==> src/rtl/mem_access_pkg.sv <==
// Shared encodings for the load/store unit: access sizes and the FSM states.
package mem_access_pkg;

  typedef enum logic [1:0] {
    SZ_BYTE = 2'b00,
    SZ_HALF = 2'b01,
    SZ_WORD = 2'b10,
    SZ_ILL  = 2'b11
  } size_e;

  typedef enum logic [1:0] {
    IDLE  = 2'b00,
    READ  = 2'b01,
    WRITE = 2'b10,
    RESP  = 2'b11
  } state_e;

  localparam int NUM_LANES = 4;
  localparam int LANE_W    = 8;

endpackage

==> src/rtl/mem_lane_align.sv <==
// Byte-lane steering: merges sub-word store data into a word and extracts/extends
// load data from a word, little-endian lane order.
module mem_lane_align
  import mem_access_pkg::*;
(
  input  logic [31:0] word,
  input  logic [31:0] wdata,
  input  size_e       size,
  input  logic [1:0]  offset,
  input  logic        is_unsigned,
  output logic [31:0] merged,
  output logic [31:0] extracted
);

  logic [NUM_LANES-1:0] be;
  logic [31:0]          sdata;
  logic [31:0]          shifted;

  // Replicate the store data across lanes so each enabled lane just picks it up.
  always_comb begin
    be    = '1;
    sdata = wdata;
    case (size)
      SZ_BYTE: begin
        be    = 4'b0001 << offset;
        sdata = {4{wdata[7:0]}};
      end
      SZ_HALF: begin
        be    = offset[1] ? 4'b1100 : 4'b0011;
        sdata = {2{wdata[15:0]}};
      end
      default: ;
    endcase
  end

  for (genvar i = 0; i < NUM_LANES; i++) begin : g_lane
    assign merged[LANE_W*i +: LANE_W] = be[i] ? sdata[LANE_W*i +: LANE_W]
                                              : word[LANE_W*i +: LANE_W];
  end

  assign shifted = word >> {offset, 3'b000};

  always_comb begin
    extracted = shifted;
    case (size)
      SZ_BYTE: extracted = {{24{~is_unsigned & shifted[7]}},  shifted[7:0]};
      SZ_HALF: extracted = {{16{~is_unsigned & shifted[15]}}, shifted[15:0]};
      default: ;
    endcase
  end

endmodule

==> src/rtl/mem_access_unit.sv <==
// Single-outstanding load/store unit with read-modify-write for sub-word stores.
// Define MEM_ACCESS_RANGE_CHECK_EN to fault accesses at or beyond MEM_WORDS.
module mem_access_unit
  import mem_access_pkg::*;
#(
  parameter int MEM_WORDS = 64
) (
  input  logic        clk,
  input  logic        rst_n,
  input  logic        req_valid,
  output logic        req_ready,
  input  logic        req_we,
  input  logic [1:0]  req_size,
  input  logic        req_unsigned,
  input  logic [31:0] req_addr,
  input  logic [31:0] req_wdata,
  output logic        resp_valid,
  input  logic        resp_ready,
  output logic [31:0] resp_rdata,
  output logic        resp_err,
  output logic        mem_read,
  output logic        mem_write,
  output logic [31:0] mem_addr,
  output logic [31:0] mem_wdata,
  input  logic [31:0] mem_rdata
);

`ifdef MEM_ACCESS_RANGE_CHECK_EN
  localparam bit RANGE_CHECK = 1'b1;
`else
  localparam bit RANGE_CHECK = 1'b0;
`endif
  localparam logic [29:0] MEM_LIMIT = 30'(MEM_WORDS);

  state_e      state, state_nx;
  size_e       req_sz, size_q;
  logic        we_q, uns_q, err_q, fault;
  logic [31:0] addr_q, wdata_q, word_q, rdata_q;
  logic [31:0] align_word, merged, extracted;

  assign req_sz = size_e'(req_size);

  always_comb begin
    case (req_sz)
      SZ_HALF: fault = req_addr[0];
      SZ_WORD: fault = |req_addr[1:0];
      SZ_ILL:  fault = 1'b1;
      default: fault = 1'b0;
    endcase
    if (RANGE_CHECK && (req_addr[31:2] >= MEM_LIMIT)) fault = 1'b1;
  end

  always_ff @(posedge clk or negedge rst_n) begin
    if (!rst_n) state <= IDLE;
    else        state <= state_nx;
  end

  // Word stores skip the read; sub-word stores read first so other lanes survive.
  always_comb begin
    state_nx = state;
    case (state)
      IDLE:    if (req_valid)
                 state_nx = fault ? RESP : (req_we && req_sz == SZ_WORD) ? WRITE : READ;
      READ:    state_nx = we_q ? WRITE : RESP;
      WRITE:   state_nx = RESP;
      RESP:    if (resp_ready) state_nx = IDLE;
      default: state_nx = IDLE;
    endcase
  end

  always_ff @(posedge clk or negedge rst_n) begin
    if (!rst_n) begin
      we_q    <= 1'b0;
      size_q  <= SZ_BYTE;
      uns_q   <= 1'b0;
      addr_q  <= '0;
      wdata_q <= '0;
      word_q  <= '0;
      rdata_q <= '0;
      err_q   <= 1'b0;
    end else begin
      case (state)
        IDLE: if (req_valid) begin
          we_q    <= req_we;
          size_q  <= req_sz;
          uns_q   <= req_unsigned;
          addr_q  <= req_addr;
          wdata_q <= req_wdata;
          err_q   <= fault;
          rdata_q <= '0;
        end
        READ: begin
          word_q <= mem_rdata;
          if (!we_q) rdata_q <= extracted;
        end
        default: ;
      endcase
    end
  end

  // Extraction works on the live read word; merging on the captured one.
  assign align_word = (state == READ) ? mem_rdata : word_q;

  mem_lane_align u_align (
    .word        (align_word),
    .wdata       (wdata_q),
    .size        (size_q),
    .offset      (addr_q[1:0]),
    .is_unsigned (uns_q),
    .merged      (merged),
    .extracted   (extracted)
  );

  assign req_ready  = (state == IDLE);
  assign mem_read   = (state == READ);
  assign mem_write  = (state == WRITE);
  assign mem_addr   = (state == READ || state == WRITE) ? {addr_q[31:2], 2'b00} : '0;
  assign mem_wdata  = (state == WRITE) ? merged : '0;
  assign resp_valid = (state == RESP);
  assign resp_err   = (state == RESP) ? err_q : 1'b0;
  assign resp_rdata = (state == RESP) ? rdata_q : '0;

endmodule

==> config.mk <==
export PLATFORM = sky130hd
export DESIGN_NAME = mem_access_unit
export DESIGN_NICKNAME = d
export VERILOG_FILES = /design/src/rtl/mem_access_pkg.sv /design/src/rtl/mem_lane_align.sv /design/src/rtl/mem_access_unit.sv
export SDC_FILE = /design/constraint.sdc
export NUM_CORES = 1
export LEC_CHECK = 0
export CORE_MARGIN = 5
export CORE_UTILIZATION = 49
export CTS_CLUSTER_SIZE = 16
export DETAILED_ROUTE_END_ITERATION = 8
export HOLD_SLACK_MARGIN = 0.12
export PLACE_DENSITY = 0.84
export SYNTH_ARGS = -nofsm -noshare
export SYNTH_HDL_FRONTEND = slang
export SYNTH_SLANG_ARGS = --single-unit
==> constraint.sdc <==
create_clock -name clk -period 2.3 [get_ports clk]
set_input_delay 0.46 -clock clk [delete_from_list [all_inputs] [get_ports clk]]
set_output_delay 0.46 -clock clk [all_outputs]
set_load 0.1 [all_outputs]
==> key figures <==
Setup path
  – Worst Path Max Fanout: 8
  – Worst Setup End Kind: primary output
  – Critical Path Slowest Stage Cell: dfrtp_1
  – Top cell by count, worst path: buf_12
  – Worst setup SP type: register
  – Crit Path Class: register to primary output
  – Worst r2r src: state[0]
  – FF-to-FF setup slack: 0.04 ns
  – CP Data Required Time: 1.84 ns
  – CP Cell Sequence: inv_2, ha_4, buf_12, buf_8, mux2_4, o211a_4, buf_12
  – Critical Path AT: 2.13 ns
  – CP peak stage delay: 0.39 ns
  – Setup crit start: state[1]

Synth
  – Synth async-reset ratio: 1.00
  – Sequential fraction of the synthesis area: 0.466
  – Gate Count Post-Synth: 612
  – Avg Cell Area, Syn: 11.8 sq um
  – Synth area leaders: dfrtp_1 (47%), mux2_2 (15%), mux2i_1 (5.7%), and2_1 (5.4%), o211a_1 (2.3%)
  – Synthesized area: 7240 sq um
  – Library cells used by synthesis: 50
  – Top-area cell type share of the netlist area: 0.466
  – Synth area leader: dfrtp_1
  – #FFs+latches synth: 135
  – Synth Warn #: 0
  – Post-synth EDFFs: 0
  – Ys flop type: dfrtp_1

GRT
  – GRT Total Usage: 0.289
  – Initial antenna violation count: 4
  – Pin count of the biggest net entering global routing: 44
  – Number of global-route vias before repair: 6738
  – First-pass GRT wire length: 39400 um
  – Gr ovfl total: 0

Clock tree
  – CTS Buf Count: 17
  – H-tree levels: 4
  – TritonCTS Sinks: 135
  – CTS root buffer: clkbuf_16
  – Worst skew pair latency: 0.42 ns
  – Clock slew at reported path FFs: 0.06 ns
  – Clock buffer depth: 2
  – CTS tree: built

Routing
  – Drt total wl: 25700 um
  – Average routed wire per standard cell: 24.5 um
  – Iteration-0 DRC Markers: 770
  – Routed Antenna Nets: 0
  – DRC viols: 0
  – DR vias/cell: 6.05
  – DR vias: 6373
  – DRT Pass-1 Iters: 6

Status
  – Failing checks: negative setup slack
  – Status: finished with violations

Floorplan
  – Initial Util: 0.498
  – Full die area: 17300 sq um
  – # rows: 44
  – Die Y: 132 um
  – Die X-Extent: 132 um
  – Area of the core: 14500 sq um
  – Ports: 205

STA
  – Final setup violation count: 61
  – Maximum clock rate: 0.387 GHz
  – Post-layout min period: 2.59 ns
  – Final setup margin: -0.287 ns
  – Fin. Hold Viols: 0
  – Setup Skew: 0.00939 ns
  – Final Slew Violations: 0
  – Worst-margin pin slew: 0.821 ns
  – Rel. slew slack: 0.451
  – RSZ-0062 raised after global routing: true
  – Final worst-path cycle share: 1.12

Placed design
  – Routability congestion estimate: 0.903
  – Placed cell areas: 11100 sq um
  – Final HPWL DP: 17000 um
  – PortBufs: 202

Cells and area
  – Ratio of cells with drive above 1 in the final layout: 0.478
  – Layout Area Growth over Synthesis: 67.9%
  – Net total in the final layout: 961
  – Sequential cell area: 3380 sq um
  – Area of the multi-input gates: 4200 sq um
  – Fin area: 12200 sq um
  – Fillcell total: 733

Hold path
  – Min-Delay Startpoint: addr_q[17]
  – Worst Hold Class: register to register

Flow run
  – Max-cap violations: 0
## layout by cell type (no fill, tap or decap), types with 3 or more instances in the layout
master             n
dfrtp_1          134
buf_12           109
clkdlybuf4s50_1  102
mux2_2            68
buf_4             47
nand2_1           35
and2_2            33
mux2i_1           33
and2_1            30
mux2_4            29
o21ai_0           26
o211a_4           17
clkbuf_16         17
a22oi_1           16
nand3_1           14
nand3_2           10
mux2i_4            8
a221oi_4           8
o211ai_1           8
nor2b_4            7
mux4_2             7
a2bb2oi_1          7
a22o_1             7
inv_1              6
clkinv_2           6
inv_4              5
nor2b_1            5
nand2b_1           4
nor2_1             4
ha_4               4
bufinv_16          4
buf_8              4
diode_2            3
inv_2              3
clkbuf_1           3
buf_6              3
## through the flow
step,cells,setup WS [ns],hold slack [ns],utilization,TNS (ns)
finish,1053,-0.287,0.496,0.837,-7.93
global route,1053,-0.312,0.512,0.837,-9.88
CTS,1046,-0.257,0.498,0.830,-6.78
detailed placement,987,-0.0786,0.483,0.763,-0.663
global placement,987,0.0353,0.461,0.763,0
floorplan,613,-0.668,0.164,-,-7.05
## layout make-up
class / count / area share
Tap cell: 184 / 0.0189
Sequential cell: 135 / 0.278
Multi-Input combinational cell: 418 / 0.345
Clock buffer: 22 / 0.0382
Inverter: 15 / 0.00597
Clock inverter: 10 / 0.0123
Antenna cell: 3 / 0.000617
Timing Repair Buffer: 266 / 0.301
## layer usage
| metal | global-route usage | vias up | wire, um |
|---|---|---|---|
| li1 | - | 2684 | - |
| met1 | 0.363 | 3155 | 9570 |
| met2 | 0.484 | 439 | 13100 |
| met3 | 0.0596 | 93 | 1920 |
| met4 | 0.126 | 2 | 1160 |
| met5 | 0 | - | 13 |
## cell usage after synthesis (4+ instances only)
cell type / number
dfrtp_1: 135
mux2_2: 96
and2_1: 63
mux2i_1: 41
nand2_1: 37
o21ai_0: 26
clkbuf_1: 17
o211a_1: 17
a22oi_1: 16
inv_1: 15
nand3_1: 14
nor2b_1: 12
nand3_2: 10
a221oi_1: 9
buf_2: 9
o211ai_1: 8
a22o_1: 7
a2bb2oi_1: 7
buf_4: 7
buf_6: 7
mux4_2: 7
nand2b_1: 5
nor2_1: 5
buf_1: 4
ha_1: 4
## timing repair
action,4_1_cts,5_1_grt
hold buffers,1,0
pin swaps,12,7
cloned,0,0
setup buffers,26,5
gates resized for setup,37,17
endpoints found under the hold margin,40,0
endpoints found under the setup margin,117,61
## cells by family (layout without fill, tap and decap cells)
kind of cell | count (synthesis) | count (layout) | synth area share
other | 1 | 5 | 0.000518
and+or+nand+nor | 159 | 159 | 0.128
buffers and inverters | 60 | 313 | 0.0451
adders and majority gates | 4 | 4 | 0.00691
DFF | 135 | 135 | 0.466
AOI/OAI and AO/OA | 106 | 106 | 0.119
muxes | 147 | 147 | 0.234
## flip-flops by register name (all words and copies together) (netlist names)
name	cells
addr_q	32
err_q	1
rdata_q	32
size_q	2
state	2
uns_q	1
wdata_q	32
we_q	1
word_q	32
## critical path, delay by kind of cell (launching register included)
kind                     cells  cell delay [ns]
adder cells (fa/ha/maj)      1             0.21
buffers and inverters        4             0.52
multiplexers                 1             0.32
AO/OA/AOI/OAI                1             0.25
flip-flops                   1             0.39
## worst paths after layout
path / depth (start not counted) / end
worst max-delay path: 7 / mem_wdata[21]
worst min-delay path: 1 / addr_q[17]
worst max register to register: 7 / rdata_q[27]
worst min register to register: 1 / addr_q[17]
max in group asynchronous: 3 / size_q[1]
min in group asynchronous: 2 / addr_q[17]
Power is left out: the tool's default activity adds up to more than one toggle a clock period on the data nets, which glitch-free logic cannot reach.
